==> src/rtl/vga_timing_gen_if.sv <==
// Screen interface between the raster source and the game controllers:
// pixel coordinates and frame tick out, registered colour back.
interface vga_timing_gen_if;
    logic [9:0] screenX;
    logic [8:0] screenY;
    logic       refresh;
    logic [3:0] r_in;
    logic [3:0] g_in;
    logic [3:0] b_in;

    modport master (
        output screenX,
        output screenY,
        output refresh,
        input  r_in,
        input  g_in,
        input  b_in
    );

    modport slave (
        input  screenX,
        input  screenY,
        input  refresh,
        output r_in,
        output g_in,
        output b_in
    );
endinterface

==> src/rtl/vga_timing_gen.sv <==
// 640x480@60 VGA raster timing: counters, coordinates, frame tick,
// and a delay line that re-aligns sync/blanking with returned colour.
module vga_timing_gen #(
    parameter int H_ACTIVE   = 640,
    parameter int H_FP       = 16,
    parameter int H_SYNC     = 96,
    parameter int H_BP       = 48,
    parameter int V_ACTIVE   = 480,
    parameter int V_FP       = 10,
    parameter int V_SYNC     = 2,
    parameter int V_BP       = 33,
    parameter int SYNC_DELAY = 1
) (
    input  logic              vga_clock,
    input  logic              reset,
    vga_timing_gen_if.master  scr,
    output logic [3:0]        vga_r,
    output logic [3:0]        vga_g,
    output logic [3:0]        vga_b,
    output logic              hsync,
    output logic              vsync,
    output logic              active
);

    localparam int H_TOT = H_ACTIVE + H_FP + H_SYNC + H_BP;
    localparam int V_TOT = V_ACTIVE + V_FP + V_SYNC + V_BP;
    localparam int DW    = (SYNC_DELAY > 0) ? SYNC_DELAY : 1;

    localparam logic [9:0] H_LAST = 10'(H_TOT - 1);
    localparam logic [9:0] V_LAST = 10'(V_TOT - 1);
    localparam logic [9:0] H_VIS  = 10'(H_ACTIVE);
    localparam logic [9:0] V_VIS  = 10'(V_ACTIVE);
    localparam logic [9:0] HS_BEG = 10'(H_ACTIVE + H_FP);
    localparam logic [9:0] HS_END = 10'(H_ACTIVE + H_FP + H_SYNC - 1);
    localparam logic [9:0] VS_BEG = 10'(V_ACTIVE + V_FP);
    localparam logic [9:0] VS_END = 10'(V_ACTIVE + V_FP + V_SYNC - 1);

    logic [9:0]    hcount_q, hcount_d;
    logic [9:0]    vcount_q, vcount_d;
    logic          refresh_q, refresh_d;
    logic [DW-1:0] vis_pipe_q, vis_pipe_d;
    logic [DW-1:0] hs_pipe_q, hs_pipe_d;
    logic [DW-1:0] vs_pipe_q, vs_pipe_d;
    logic [11:0]   rgb_q, rgb_d;
    logic          hsync_q, hsync_d;
    logic          vsync_q, vsync_d;
    logic          active_q, active_d;

    logic vis;
    logic hs_raw;
    logic vs_raw;
    logic vis_dly;
    logic hs_dly;
    logic vs_dly;

    assign vis    = (hcount_q < H_VIS) && (vcount_q < V_VIS);
    assign hs_raw = !((hcount_q >= HS_BEG) && (hcount_q <= HS_END));
    assign vs_raw = !((vcount_q >= VS_BEG) && (vcount_q <= VS_END));

    assign scr.screenX = vis ? hcount_q : 10'd0;
    assign scr.screenY = vis ? vcount_q[8:0] : 9'd0;
    assign scr.refresh = refresh_q;

    always_comb begin
        hcount_d = hcount_q + 10'd1;
        vcount_d = vcount_q;
        if (hcount_q == H_LAST) begin
            hcount_d = 10'd0;
            vcount_d = (vcount_q == V_LAST) ? 10'd0 : vcount_q + 10'd1;
        end
        // Track the next line so the tick flop lines up with vcount.
        refresh_d = (vcount_d == V_VIS);
    end

    always_comb begin
        vis_pipe_d    = vis_pipe_q;
        hs_pipe_d     = hs_pipe_q;
        vs_pipe_d     = vs_pipe_q;
        vis_pipe_d[0] = vis;
        hs_pipe_d[0]  = hs_raw;
        vs_pipe_d[0]  = vs_raw;
        for (int i = 1; i < DW; i++) begin
            vis_pipe_d[i] = vis_pipe_q[i-1];
            hs_pipe_d[i]  = hs_pipe_q[i-1];
            vs_pipe_d[i]  = vs_pipe_q[i-1];
        end
        vis_dly = (SYNC_DELAY == 0) ? vis    : vis_pipe_q[DW-1];
        hs_dly  = (SYNC_DELAY == 0) ? hs_raw : hs_pipe_q[DW-1];
        vs_dly  = (SYNC_DELAY == 0) ? vs_raw : vs_pipe_q[DW-1];
        rgb_d    = vis_dly ? {scr.r_in, scr.g_in, scr.b_in} : 12'd0;
        hsync_d  = hs_dly;
        vsync_d  = vs_dly;
        active_d = vis_dly;
    end

    always_ff @(posedge vga_clock) begin
        if (reset) begin
            hcount_q   <= 10'd0;
            vcount_q   <= 10'd0;
            refresh_q  <= 1'b0;
            vis_pipe_q <= '0;
            hs_pipe_q  <= '1;
            vs_pipe_q  <= '1;
            rgb_q      <= 12'd0;
            hsync_q    <= 1'b1;
            vsync_q    <= 1'b1;
            active_q   <= 1'b0;
        end else begin
            hcount_q   <= hcount_d;
            vcount_q   <= vcount_d;
            refresh_q  <= refresh_d;
            vis_pipe_q <= vis_pipe_d;
            hs_pipe_q  <= hs_pipe_d;
            vs_pipe_q  <= vs_pipe_d;
            rgb_q      <= rgb_d;
            hsync_q    <= hsync_d;
            vsync_q    <= vsync_d;
            active_q   <= active_d;
        end
    end

    assign vga_r  = rgb_q[11:8];
    assign vga_g  = rgb_q[7:4];
    assign vga_b  = rgb_q[3:0];
    assign hsync  = hsync_q;
    assign vsync  = vsync_q;
    assign active = active_q;

endmodule

==> src/flat_wrapper.sv <==
// flat-port wrapper written by rule: the top's interface ports become plain ports
module vga_timing_gen_flat 
#(
    parameter int H_ACTIVE   = 640,
    parameter int H_FP       = 16,
    parameter int H_SYNC     = 96,
    parameter int H_BP       = 48,
    parameter int V_ACTIVE   = 480,
    parameter int V_FP       = 10,
    parameter int V_SYNC     = 2,
    parameter int V_BP       = 33,
    parameter int SYNC_DELAY = 1
)
  (vga_clock, reset, vga_r, vga_g, vga_b, hsync, vsync, active, scr_screenX, scr_screenY, scr_refresh, scr_r_in, scr_g_in, scr_b_in);
  vga_timing_gen_if scr_i ();
  input  logic vga_clock;
  input  logic reset;
  output logic [3:0] vga_r;
  output logic [3:0] vga_g;
  output logic [3:0] vga_b;
  output logic hsync;
  output logic vsync;
  output logic active;
  output wire logic [$bits(scr_i.screenX)-1:0] scr_screenX;
  output wire logic [$bits(scr_i.screenY)-1:0] scr_screenY;
  output wire logic [$bits(scr_i.refresh)-1:0] scr_refresh;
  input wire logic [$bits(scr_i.r_in)-1:0] scr_r_in;
  input wire logic [$bits(scr_i.g_in)-1:0] scr_g_in;
  input wire logic [$bits(scr_i.b_in)-1:0] scr_b_in;
  assign scr_screenX = scr_i.screenX;
  assign scr_screenY = scr_i.screenY;
  assign scr_refresh = scr_i.refresh;
  assign scr_i.r_in = scr_r_in;
  assign scr_i.g_in = scr_g_in;
  assign scr_i.b_in = scr_b_in;
  vga_timing_gen #(.H_ACTIVE(H_ACTIVE), .H_FP(H_FP), .H_SYNC(H_SYNC), .H_BP(H_BP), .V_ACTIVE(V_ACTIVE), .V_FP(V_FP), .V_SYNC(V_SYNC), .V_BP(V_BP), .SYNC_DELAY(SYNC_DELAY)) u_core (.vga_clock(vga_clock), .reset(reset), .scr(scr_i), .vga_r(vga_r), .vga_g(vga_g), .vga_b(vga_b), .hsync(hsync), .vsync(vsync), .active(active));
endmodule
==> config.mk <==
export PLATFORM = sky130hd
export DESIGN_NAME = vga_timing_gen_flat
export DESIGN_NICKNAME = d
export VERILOG_FILES = /design/src/rtl/vga_timing_gen_if.sv /design/src/rtl/vga_timing_gen.sv /design/src/flat_wrapper.sv
export SDC_FILE = /design/constraint.sdc
export NUM_CORES = 1
export LEC_CHECK = 0
export CORE_AREA = 2 2 63 65
export CTS_BUF_LIST = sky130_fd_sc_hd__clkbuf_16
export CTS_CLUSTER_DIAMETER = 200
export DETAILED_ROUTE_END_ITERATION = 16
export DIE_AREA = 0 0 65 67
export HOLD_SLACK_MARGIN = 0.02
export MAX_ROUTING_LAYER = met4
export PLACE_DENSITY = 0.84
export SYNTH_ARGS = -nofsm -noshare
export SYNTH_HDL_FRONTEND = slang
export SYNTH_SLANG_ARGS = --single-unit
==> constraint.sdc <==
create_clock -name vga_clock -period 6.4 [get_ports vga_clock]
set_clock_uncertainty 0.1 [all_clocks]
set_input_delay 0.96 -clock vga_clock [delete_from_list [all_inputs] [get_ports vga_clock]]
set_output_delay 0.96 -clock vga_clock [all_outputs]
set_load 0.02 [all_outputs]
==> flow_summary.yaml <==
logic_synthesis:
  synth_edf_count: 0
  synthArstFlopShare_pct: 0
  synthCells: 200
  synth.distinct_cells: 40
  synth.avg_cell_area_um2: 9.065
  synth_ff_type: "dfxtp_1"
  yosysWarningCount: 0
  syn-num-nets: 218
  ys_ff_latch: 39
  synth_seq_area_share_pct: 43.06
  syn_area_um2: 1813
sta:
  fin_setup_tns_ps: 0
  max_freq_mhz: 273.4
  holdWs_ps: 306.8
  setup_viol: 0
  timing.slew.headroom_pct: 47.01
  hold_viol: 0
  rsz0062_at_grt: "no"
  finalCritPeriodShare_pct: 57.16
  worstMarginPinSlew_ps: 792.3
  min_period_ps: 3658
  finalMaxSlewViolations: 0
drt:
  drc: 0
  drt-initial-drc-count: 73
  viasPerCell: 5.169
  vias: 1525
  ant_nets: 0
  drt_pass1_iterations: 4
  wl_mm: 3.918
  wl_per_cell_um: 13.28
power_and_ir_drop:
  p_int_mw: 0.4510
  peakVddDrop_v: 0.0001322
  p_switching_mw: 0.1140
  combPwrFrac_pct: 6.2
  swShare_pct: 20.18
  powerDensity_nw_per_um2: 229.9
  p_clk_share_pct: 49.4
  p_leak_nw: 0.8796
  p_seq_share_pct: 44.5
setup_path:
  crit-reg2reg-launch: "u_core.hcount_q[0]$_SDFF_PP0_"
  start_kind: "flop"
  path_max_fanout: 13
  reg2regPathDepth: 6
  path_class: "flop to output pin"
  end_kind: "output pin"
  r2r_slack_ps: 4090
  crit-reg2reg-capture: "u_core.scr.refresh$_SDFF_PP0_"
  critical_path_arrival_ps: 2600
  required_ps: 5340
grt:
  grt_max_degree: 22
  first_global_vias: 1303
  gr-total-overflow: 0
  gr-usage-all-layers_pct: 20.24
  grt_pass1_wl_mm: 6.334
  antenna_found_initial: 0
place:
  port_buffers: 48
  placed_cell_area_um2: 2288
  dp_hpwl_mm: 2.672
  gp_congestion: 0.8777
hold_path:
  whs_endpoint: "u_core.hsync$_SDFF_PP1_"
  worstHoldStart: "u_core.hs_dly$_SDFF_PP1_"
  hold_depth: 1
  hold_path_class: "flop to flop"
floorplanning:
  coreArea_um2: 3606
  die-area_um2: 4355
  die_x_um: 65
  initial_core_util_pct: 50.28
  fp-row-count: 22
  die_y_um: 67
  num_io_pins: 49
layout:
  fillers: 282
  final_util_pct: 68.15
  areaGrowthSynthToFinish_pct: 35.54
  antenna_cells: 0
  stdcell_area_um2: 2457
  layout-drive-gt1-share_pct: 8.502
  nets: 264
clock_tree:
  cts_made_buffers: 5
  postCtsSetupBuffers: 0
  cts_htree_levels: 2
  clock_path_buffers: 2
  cts_tree: "built"
  hold_buffers: 0
  cts.clk_slew.worst_paths_ps: 60
  cts_resized: 0
  ctsRootBufferMaster: "clkbuf_16"
  clock-sinks: 39
  clock_latency_ps: 280
flow_run:
  cap_violations: 0
outcome:
  outcome: "finished clean"
[worst max-delay path, cell delays in order (launching register included)]
cell             delay, ps
dfxtp_1                410
o21ai_0                220
nand2_1                180
nor2_1                 640
and2_2                 260
clkdlybuf4s50_1        600
[synth_stat cells (all sizes together) (2+ instances only)]
cell type | number | area, um^2
and3 | 2 | 12.51
o21ai | 6 | 30.03
nor2 | 18 | 67.56
xnor2 | 8 | 70.07
nand3 | 9 | 45.04
and2 | 25 | 157.6
inv | 7 | 26.28
clkbuf | 8 | 61.30
nor2b | 2 | 12.51
xor2 | 5 | 51.30
nand2 | 12 | 45.04
nor3 | 19 | 95.09
nand3b | 3 | 22.52
nand4 | 2 | 27.53
dfxtp | 39 | 780.8
or2 | 4 | 25.03
nor4 | 3 | 18.77
or3 | 6 | 45.04
o211ai | 2 | 15.01
a21oi | 5 | 25.02
nand4bb | 2 | 38.79
ha | 4 | 50.05
buf | 2 | 11.26
[cell usage in the layout (no fill, tap or decap), drive strengths merged, types with 2 or more instances in the layout]
cell type,netlist,layout
nand3,9,9
dfxtp,39,39
inv,7,7
and3,2,2
or3,6,6
nand3b,3,3
xor2,5,5
ha,4,4
o211ai,2,2
nor2,18,18
clkinv,0,2
a21oi,5,5
and2,25,25
nor3,19,19
o21ai,6,6
clkbuf,8,5
nor4,3,3
clkdlybuf4s50,0,48
nand4bb,2,2
nor2b,2,2
nand4,2,2
xnor2,8,8
nand2,12,12
or2,4,4
[how the worst max path moves through the flow]
| stage | start | end | slack (ps) | depth (start not counted) |
|---|---|---|---|---|
| 2_1_floorplan | u_core.hcount_q[7]$_SDFF_PP0_ | scr_screenX[3] | 3990 | 6 |
| 3_3_place_gp | u_core.hcount_q[7]$_SDFF_PP0_ | scr_screenX[2] | 3050 | 5 |
| 3_5_place_dp | u_core.hcount_q[7]$_SDFF_PP0_ | scr_screenX[2] | 3010 | 5 |
| 4_1_cts | u_core.hcount_q[7]$_SDFF_PP0_ | scr_screenX[2] | 2670 | 5 |
| 5_1_grt | u_core.hcount_q[7]$_SDFF_PP0_ | scr_screenX[2] | 2510 | 5 |
| 6_report | u_core.hcount_q[7]$_SDFF_PP0_ | scr_screenX[2] | 2740 | 5 |
[registers in the layout (all words and copies together), names as in the netlist]
signal	flops
u_core.active	1
u_core.active_d	1
u_core.hcount_q	10
u_core.hs_dly	1
u_core.hsync	1
u_core.rgb_q	12
u_core.scr.refresh	1
u_core.vcount_q	10
u_core.vs_dly	1
u_core.vsync	1
[metal layers]
metal / GRT usage (%) / up-vias / wire length [um]
met5: - / - / 0
met4: 7.979 / 0 / 61
met3: 4.899 / 6 / 272
met2: 30.80 / 65 / 1774
met1: 25.96 / 688 / 1810
li1: - / 766 / -
[through the flow]
step / setup slack (ps) / cells / power, mW
CTS: 2671 / 295 / 0.5706
floorplan: 3986 / 200 / 0.2720
finish: 2742 / 295 / 0.5650
global placement: 3050 / 287 / 0.2909
global route: 2512 / 295 / 0.5844
detailed placement: 3013 / 287 / 0.2915
[area by class of cell]
type	count	area, um^2	area share [%]
multi-input cells	144	933.4	37.98
clock inverters	3	43.79	1.782
flip-flops and latches	39	780.7	31.77
clock buffers	5	125.1	5.092
well taps	48	60.06	2.444
inverters	7	26.28	1.069
repair buffers	49	488.0	19.86
[power groups by stage]
stage          clock network, mW  logic (mW)  registers (mW)
4_1_cts                    0.284      0.0353           0.251
5_1_grt                    0.295      0.0374           0.252
3_3_place_gp                   0      0.0345           0.256
3_5_place_dp                   0      0.0350           0.257
2_1_floorplan                  0      0.0114           0.261
6_report                   0.279      0.0349           0.251
[logic make-up after synthesis]
kind of cell | Yosys count | synth area share (%)
flip-flops | 39 | 43.06
adder cells (fa/ha/maj) | 4 | 2.761
buffers and inverters | 17 | 5.452
XOR/XNOR | 13 | 6.694
AO/OA/AOI/OAI | 18 | 7.178
AND/OR/NAND/NOR | 109 | 34.85
Power figures use the tool's default switching activity.
